File: src/rtl/sp_sram_param.sv
// Parametrised single-port synchronous SRAM with a sequential clear engine,
// read-valid strobe and out-of-range address error flag.
module sp_sram_param #(
  parameter int                DATA_W   = 16,
  parameter int                DEPTH    = 10,
  parameter int                ADDR_W   = 4,
  parameter int                RD_LAT   = 1,
  parameter logic [DATA_W-1:0] INIT_VAL = '0
) (
  input  logic              iClk12M,
  input  logic              iRst,
  input  logic              iCsnRam,
  input  logic              iWrnRam,
  input  logic [ADDR_W-1:0] iAddrRam,
  input  logic [DATA_W-1:0] iWtDtRam,
  input  logic              iClrReq,
  output logic [DATA_W-1:0] oRdDtRam,
  output logic              oRdValid,
  output logic              oAddrErr,
  output logic              oBusy
);

  typedef enum logic {ST_CLEAR, ST_IDLE} state_t;

  state_t            r_state;
  state_t            w_state_nxt;
  logic [ADDR_W-1:0] rClrAddr;
  logic [ADDR_W-1:0] w_clr_addr_nxt;
  logic [DATA_W-1:0] r_mem [DEPTH];

  logic              w_in_range;
  logic              w_acc;
  logic              w_rd;
  logic              w_wr;
  logic              w_err;
  logic              w_clr_last;
  logic [DATA_W-1:0] w_rd_data;

  assign w_in_range = {1'b0, iAddrRam} < (ADDR_W+1)'(DEPTH);
  assign w_acc      = (r_state == ST_IDLE) && !iCsnRam;
  assign w_rd       = w_acc && iWrnRam;
  assign w_wr       = w_acc && !iWrnRam && w_in_range;
  assign w_err      = w_acc && !w_in_range;
  assign w_clr_last = (rClrAddr == ADDR_W'(DEPTH - 1));
  assign w_rd_data  = w_in_range ? r_mem[iAddrRam] : '0;
  assign oBusy      = (r_state == ST_CLEAR);

  always_comb begin
    w_state_nxt    = r_state;
    w_clr_addr_nxt = rClrAddr;
    case (r_state)
      ST_CLEAR: begin
        w_clr_addr_nxt = rClrAddr + ADDR_W'(1);
        if (w_clr_last) begin
          w_state_nxt    = ST_IDLE;
          w_clr_addr_nxt = '0;
        end
      end
      default: begin
        if (iClrReq) begin
          w_state_nxt    = ST_CLEAR;
          w_clr_addr_nxt = '0;
        end
      end
    endcase
  end

  always_ff @(posedge iClk12M) begin
    if (iRst) begin
      r_state  <= ST_CLEAR;
      rClrAddr <= '0;
    end else begin
      r_state  <= w_state_nxt;
      rClrAddr <= w_clr_addr_nxt;
    end
  end

  // The clear engine owns the write port while busy; accesses are ignored then.
  always_ff @(posedge iClk12M) begin
    if (!iRst) begin
      if (r_state == ST_CLEAR)
        r_mem[rClrAddr] <= INIT_VAL;
      else if (w_wr)
        r_mem[iAddrRam] <= iWtDtRam;
    end
  end

  // Stage p0: array read / error detect
  logic [DATA_W-1:0] r_rd_dat_p0;
  logic              r_vld_p0;
  logic              r_err_p0;

  if (RD_LAT == 1) begin : g_lat1
    always_ff @(posedge iClk12M) begin
      if (iRst) begin
        r_rd_dat_p0 <= '0;
        r_vld_p0    <= 1'b0;
        r_err_p0    <= 1'b0;
      end else begin
        r_vld_p0 <= w_rd;
        r_err_p0 <= w_err;
        if (w_rd)
          r_rd_dat_p0 <= w_rd_data;
      end
    end

    assign oRdDtRam = r_rd_dat_p0;
    assign oRdValid = r_vld_p0;
    assign oAddrErr = r_err_p0;
  end else begin : g_lat2
    logic [DATA_W-1:0] r_rd_dat_p1;
    logic              r_vld_p1;
    logic              r_err_p1;

    always_ff @(posedge iClk12M) begin
      if (w_rd)
        r_rd_dat_p0 <= w_rd_data;
    end

    always_ff @(posedge iClk12M) begin
      if (iRst) begin
        r_vld_p0 <= 1'b0;
        r_err_p0 <= 1'b0;
      end else begin
        r_vld_p0 <= w_rd;
        r_err_p0 <= w_err;
      end
    end

    // Stage p1: output register; data holds unless a read completes
    always_ff @(posedge iClk12M) begin
      if (iRst) begin
        r_rd_dat_p1 <= '0;
        r_vld_p1    <= 1'b0;
        r_err_p1    <= 1'b0;
      end else begin
        r_vld_p1 <= r_vld_p0;
        r_err_p1 <= r_err_p0;
        if (r_vld_p0)
          r_rd_dat_p1 <= r_rd_dat_p0;
      end
    end

    assign oRdDtRam = r_rd_dat_p1;
    assign oRdValid = r_vld_p1;
    assign oAddrErr = r_err_p1;
  end

endmodule

File: config.mk
export PLATFORM = sky130hd
export DESIGN_NAME = sp_sram_param
export DESIGN_NICKNAME = d
export VERILOG_FILES = /design/src/rtl/sp_sram_param.sv
export SDC_FILE = /design/constraint.sdc
export NUM_CORES = 1
export LEC_CHECK = 0
export CAP_MARGIN = 20
export CORE_MARGIN = 10
export CORE_UTILIZATION = 55
export CTS_BUF_LIST = sky130_fd_sc_hd__clkbuf_8
export DETAILED_ROUTE_END_ITERATION = 16
export PLACE_DENSITY = 0.75
export SLEW_MARGIN = 20
export SYNTH_ARGS = -nofsm -noshare
export SYNTH_HDL_FRONTEND = slang
export SYNTH_SLANG_ARGS = --single-unit
File: constraint.sdc
create_clock -name iClk12M -period 4.1 [get_ports iClk12M]
set_input_delay 0.82 -clock iClk12M [delete_from_list [all_inputs] [get_ports iClk12M]]
set_output_delay 0.82 -clock iClk12M [all_outputs]
set_load 0.1 [all_outputs]
# Yosys cells after proc, flatten, opt, wreduce, memory -nomap -nowiden

Memories as Yosys holds them, arrays and structs flattened.
Index checks and enable logic that the tools add are counted.

Add/sub/neg operators: 1
Eq/ne operators: 2
Multiplexer cells: 17
Bitwise operators: 1
$lt $le $gt $ge: 1
Reduce and logical (&&, ||, !) cells: 9

Operator list:

| operator            | number |
|---|---|
| $mux 16             | 2 |
| $mux 4              | 4 |
| $reduce_or 16->1    | 1 |
| $mux 1              | 11 |
| $logic_and 1x1->1   | 5 |
| $add 4x1->4 const B | 1 |
| $eq 4x4->1 const B  | 1 |
| $lt 4x4->1 const B  | 1 |
| $logic_not 1->1     | 3 |
| $ne 2x2->1 const B  | 1 |
| $not 1->1           | 1 |

RAM bits: 160
Output and inout bits: 19
Flip-flop bits (word level): 23
Memories: 1
Logic and storage cells: 37
Bits of input ports: 25

Memory list:

| memory | words | bits a word | read ports | clocked after memory_dff | wr ports | line | source |
|---|---|---|---|---|---|---|---|
| r_mem  | 10    | 16          | 1          | 0                        | 1        | 29   | `logic [DATA_W-1:0] r_mem [DEPTH];` |

# Longest topological paths before layout

Gate-level depths: netlist of the first run.

Depth after elaboration: 10
Depth in mapped cells: 6
Depth with buffers taken out: 5

# Worst setup path before layout of the first run

Ideal clock, no wire load.

Path type: input -> register
From: input port iRst
To: memory r_mem[6][0], enable pin
Stages on the path: 5
Arrival time: 2.699 ns
Data required time: 3.712 ns
Setup time: 0.388 ns
Buffers on the path: 1
Setup slack: 1.013 ns
Path through: buf_2 -> or4b_1 -> or4_1 -> o31a_1 -> nor2_1

Cells in the longest elaborated chain, start to end: 4
Elaborated cells on any way between the ends: 7
Those cells by class: mux (6); reduce/logical (1)

Ends and longest elaborated chain:

| item                                                     | line | source |
|---|---|---|
| start, declared                                          | 11   | `input logic iRst,` |
| $mux 1                                                   | 80   | `if (!iRst) begin` |
| $mux 1 (not written as such)                             | 84   | `r_mem[iAddrRam] <= iWtDtRam;` |
| $reduce_or 16->1 (no source line)                        | -    |  |
| $mux 4 (no source line) / $mux 1 (equally long branches) | -    |  |
| end, declared                                            | 29   |  |

Several ways; a longest one is shown, not always the timed one.

# Final worst setup path of the first run

From: register r_state
To: output port oBusy

Cells in the longest elaborated chain, start to end: 1

Ends and longest elaborated chain:

| item                   | line | source |
|---|---|---|
| start, declared        | 25   | `state_t r_state;` |
| start signal, assigned | 73   | `r_state <= w_state_nxt;` |
| $not 1->1              | -    |  |
| end, declared          | 20   | `output logic oBusy` |

Every way passes these cells.

==> results.cfg, run 1 <==
[drt]
wl_um = 15100
drt_iter0_drc = 446
dr.pass1.iters = 5
ant_nets = 0
via_count = 3822
viasPerCell = 6.05
drc = 0
post_drt_wl_per_cell_um = 23.8

[setup_path]
critPathSlowestCell = clkdlybuf4s50_1
start_kind = flip-flop
critPathArrivalTime_ns = 2.17
crit_chain = inv_1 -> clkdlybuf4s50_1
crit_path_max_incr_delay_ns = 1.15
crit_fanout = 12
worst-path-buf-inv = 2
cp-end-kind = output pin
r2r_setup_slack_ns = 1.55
crit_family = buffers and inverters
criticalPathCategory = flip-flop to output pin
required_ns = 3.28

[placement]
place_ws_ns = 0.706
gp_congestion = 0.878
dp.cells = 600
dp_hpwl_um = 9510
io_buffers = 43

[floorplan]
die-area_um2 = 17900
fp.dieH_um = 134
initial_core_util = 0.564
die_width_um = 134
pin_count = 44
core_area_um2 = 12700
rows = 41

[global_routing]
grt_use_total = 0.174
antenna_found_initial = 0
grt_max_degree = 39
grt_pass1_vias = 3905
grt_pass1_wl_um = 23100
grt-ovfl-total = 0

[finish]
nFillCells = 864
antenna_cells = 0
fin_nets = 474
multi_input_area_um2 = 1760
final_cell_count_no_fill = 632
synthToLayoutAreaGrowth_pct = 15.0
drive_gt1_frac = 0.224
regArea_um2 = 5270

[logic_synthesis]
synth_nets = 412
synth_cell_types = 38
yosys-top-cells-area = edfxtp_1 (67%), mux4_2 (10%), dfxtp_1 (6.4%)
yosys.area.top_type = edfxtp_1
synthesis.area_um2 = 7140
synth_top_area_frac = 0.673
synth_seq_cells = 183
synth_area_per_cell_um2 = 18.5
ys.flop_type = edfxtp_1
yosys_warnings = 0
synth_edf_count = 160
synth_seq_area_share = 0.737
synthArstFlopShare = 0
synthesis.instances = 385

[clocking]
insertion_delay_ns = 0.46
cts_resized = 0
cts-root-buf = clkbuf_8
cts_setup_buffers = 0
ctsHoldBuffers = 0
cts_tree = done
htreeDepth = 4
clk_pin_slew_ns = 0.09
clockBufferDepth = 2
clock-sinks = 183
cts_inserted_buffers = 17

[sta]
max_clock_freq_ghz = 0.335
skew_ns = 0.0103
fin_ws_ns = 1.11
setup_tns_ns = 0
min_period_ns = 2.99
finalHoldViolCount = 0
finalSetupViolCount = 0
rsz0062_at_grt = no
worst_pin_slew_ns = 0.989
maxSlewHeadroom = 0.338
slew_viol_final = 0
period_share = 0.729

[power]
p_total_mw = 3.31
leakage_nw = 2.55
power.density_nw_per_um2 = 403
peakVddDrop_uv = 255

[run]
cap_violations = 0

[outcome]
status = finished, final reports clean

[worst_hold_path]
worstHoldPathType = flip-flop to flip-flop
==> worst register-to-register path: cells and delay by family (launching register included) <==
family | cells | cell delay (ns)
buf+inv | 1 | 0.35
simple gates | 3 | 1.28
flops | 1 | 0.54
compound gates | 1 | 0.08
==> final timing paths <==
check	to	depth (start not counted)	startpoint
worst max-delay path	oBusy	2	r_state
worst min-delay path	rClrAddr[2]	2	rClrAddr[2]
worst max register to register	r_mem[8][6]	5	r_state
worst min register to register	rClrAddr[2]	2	rClrAddr[2]
==> per-layer routing <==
| layer | vias up | track usage | share of wire |
|---|---|---|---|
| met4 | 0 | 0.0586 | 0.013 |
| met2 | 146 | 0.283 | 0.51 |
| li1 | 1684 | - | - |
| met5 | - | 0 | 0 |
| met3 | 19 | 0.0523 | 0.062 |
| met1 | 1973 | 0.217 | 0.42 |
==> power breakdown <==
part | internal (mW) | switching (mW)
sequential | 2.04 | 0.0134
clock | 0.480 | 0.599
combinational | 0.0885 | 0.0950
total | 2.61 | 0.707
==> flip-flops by register name, indices dropped and copies added, names as in the netlist <==
signal,flops
oRdValid,1
oRdDtRam,16
r_state,1
rClrAddr,4
oAddrErr,1
r_mem,160
==> cell families after synthesis <==
kind of cell,count (synthesis),share of synthesized area
buf+inv,28,0.0175
mux,66,0.151
simple gates,57,0.0456
fa+ha+maj,2,0.00350
flops,183,0.737
compound gates,49,0.0449
==> per-stage QoR <==
stage	hold slack (ns)	instance area, um2	utilization
4_1_cts	0.551	8210	0.648
6_report	0.551	8210	0.648
3_5_place_dp	0.536	7870	0.621
2_1_floorplan	0.476	7140	-
3_3_place_gp	0.508	7870	0.621
5_1_grt	0.599	8210	0.648
==> final cells by class <==
cell class                      instances  area share
Inverter                                5     0.00228
Clock inverter                         14      0.0119
Tap cell                              172      0.0262
Sequential cell                       183       0.641
Timing Repair Buffer                   66      0.0746
Multi-Input combinational cell        174       0.214
Clock buffer                           18      0.0302
==> Yosys cell counts, drive strengths merged, types with 3 or more instances <==
cell,n
edfxtp,160
mux4,32
dfxtp,23
nor2,21
mux2i,19
and3,16
o22ai,16
a22oi,15
mux2,15
clkbuf,12
buf,11
a21oi,7
inv,5
a31oi,4
nand2,4
o21ai,3
==> layout by cell type (no fill, tap or decap), drive strengths merged, types with 2 or more instances in the layout <==
| master | n |
|---|---|
| a211oi | 2 |
| a21oi | 7 |
| a22oi | 15 |
| a31oi | 4 |
| and3 | 16 |
| buf | 24 |
| clkbuf | 18 |
| clkdlybuf4s50 | 42 |
| clkinv | 2 |
| clkinvlp | 3 |
| dfxtp | 23 |
| edfxtp | 160 |
| ha | 2 |
| inv | 13 |
| mux2 | 15 |
| mux2i | 19 |
| mux4 | 32 |
| nand2 | 4 |
| nand2b | 2 |
| nand3 | 2 |
| nor2 | 21 |
| o21ai | 3 |
| o22ai | 16 |
| or3b | 2 |
| or4b | 2 |
Power figures use the tool's default switching activity.
==> inputs of run 2 (changes only) <==
Settings changed: PLACE_DENSITY 0.75 to 0.78.
Clock period 4.1 ns to 2.4 ns, I/O delays scaled along.
==> run 2 against run 1 <==
First-iteration DRC count fell by 12%. Clock power rose by 93%. Hold slack got worse by 0.14 ns. Critical path depth rose by 6. Worst setup slack got worse by 1.1 ns. Count of clock-buffer cells in the layout did not move. Design area rose by 4.6%. Critical path type is now input port to flip-flop. Largest cell class unchanged.
==> results.cfg, run 2 (synthesis results as in run 1) <==
[outcome]
status = finished, final reports clean

[finish]
drive_gt1_frac = 0.335
largest_reg_flops = 160
regMostFlops = r_mem
layout_common_cells = edfxtp_1 (160), buf_4 (57), mux4_2 (32)
antenna_cells = 0
stdcell_area_um2 = 8590
synthToLayoutAreaGrowth_pct = 20.3
layout_commonest_cell = edfxtp_1
fin_nets = 499

[sta]
setup_tns_ns = 0
period_share = 0.980
rsz0062_at_grt = no
skew_ns = 0.0154
slew_viol_final = 0
min_period_ns = 2.35
max_clock_freq_ghz = 0.425
finalSetupViolCount = 0
worst_pin_slew_ns = 0.638
maxSlewHeadroom = 0.573
finalHoldViolCount = 0

[global_routing]
antenna_found_initial = 0
grt_pass1_vias = 4197
grt_pass1_wl_um = 24500
grt_max_degree = 38
grt_use_total = 0.181
grt-ovfl-total = 0

[setup_path]
crit_fanout = 9
cp-end-kind = flip-flop
critPathArrivalTime_ns = 2.51
criticalPathCategory = input port to flip-flop
required_ns = 2.56
start_kind = input port

[power]
p_total_mw = 5.94
power.density_nw_per_um2 = 691
leakage_nw = 2.76
peakVddDrop_uv = 390

[clocking]
cts-root-buf = clkbuf_8
clk_pin_slew_ns = 0.09
cts_inserted_buffers = 17
clockBufferDepth = 2
cts_resized = 0
clock-sinks = 183
htreeDepth = 4
ctsHoldBuffers = 0
cts_tree = done
insertion_delay_ns = 0.45
cts_setup_buffers = 0

[placement]
gp_congestion = 0.814
io_buffers = 43
postPlaceCellArea_um2 = 8170
dp_hpwl_um = 10000

[floorplan]
pin_count = 44
core_area_um2 = 12700
die-area_um2 = 17900
fp.dieH_um = 134
die_width_um = 134
initial_core_util = 0.564
rows = 41

[drt]
via_count = 3964
wl_um = 15700
ant_nets = 0
viasPerCell = 6.04
drt_iter0_drc = 393
dr.pass1.iters = 5
post_drt_wl_per_cell_um = 23.9
drc = 0

[run]
cap_violations = 0

[worst_hold_path]
worstHoldPathType = input port to flip-flop
-- run 2: cell type report --
class	instances	area, um2
Clock buffer	18	248
Tap cell	172	215
Timing Repair Buffer	91	868
Sequential cell	183	5270
Inverter	5	18.8
Multi-Input combinational cell	174	1820
Clock inverter	13	156
Fill cell	809	4080
-- run 2: worst paths after layout --
path	from	endpoint	slack [ns]	cells past startpoint
min reg2reg	rClrAddr[3]	rClrAddr[3]	0.54	1
max reg2reg	r_state	r_mem[5][5]	0.18	5
min	iCsnRam	oAddrErr	0.41	3
max	iRst	r_mem[1][13]	0.05	8
-- run 2: worst max-delay path, stage by stage --
cell and delay (ns):
clkdlybuf4s50_1 0.47, buf_4 0.17, nor4b_2 0.32, buf_4 0.20, and2_1 0.19, a31oi_1 0.25
nor2_2 0.19, buf_4 0.22
-- run 2: power breakdown --
part | leakage (nW) | internal [mW] | switching, mW
Clock | 0.201 | 1.05 | 1.04
Combinational | 1.07 | 0.170 | 0.177
Sequential | 1.49 | 3.48 | 0.0244
-- run 2: through the flow --
step           setup slack, ns  cells  hold slack, ns   util
6_report                0.0480    656           0.414  0.678
5_1_grt                 0.0192    656           0.416  0.678
4_1_cts                 0.0103    656           0.546  0.677
3_5_place_dp            -0.403    625           0.534  0.645
3_3_place_gp            -0.372    625           0.505  0.645
2_1_floorplan           -0.131    385           0.476      -
-- run 2: routing by layer --
metal,vias up,part of all wire,track usage
met3,22,0.058,0.0418
met4,0,0.017,0.0641
met5,-,0,0
li1,1731,-,-
met1,2064,0.42,0.233
met2,147,0.50,0.297
==> inputs of run 3 (changes only) <==
Settings changed: CTS_CLUSTER_DIAMETER set to 80, SLEW_MARGIN 20 to unset.
==> results of run 3 <==
The final DEF is identical to that of run 2; final timing and power are the same.
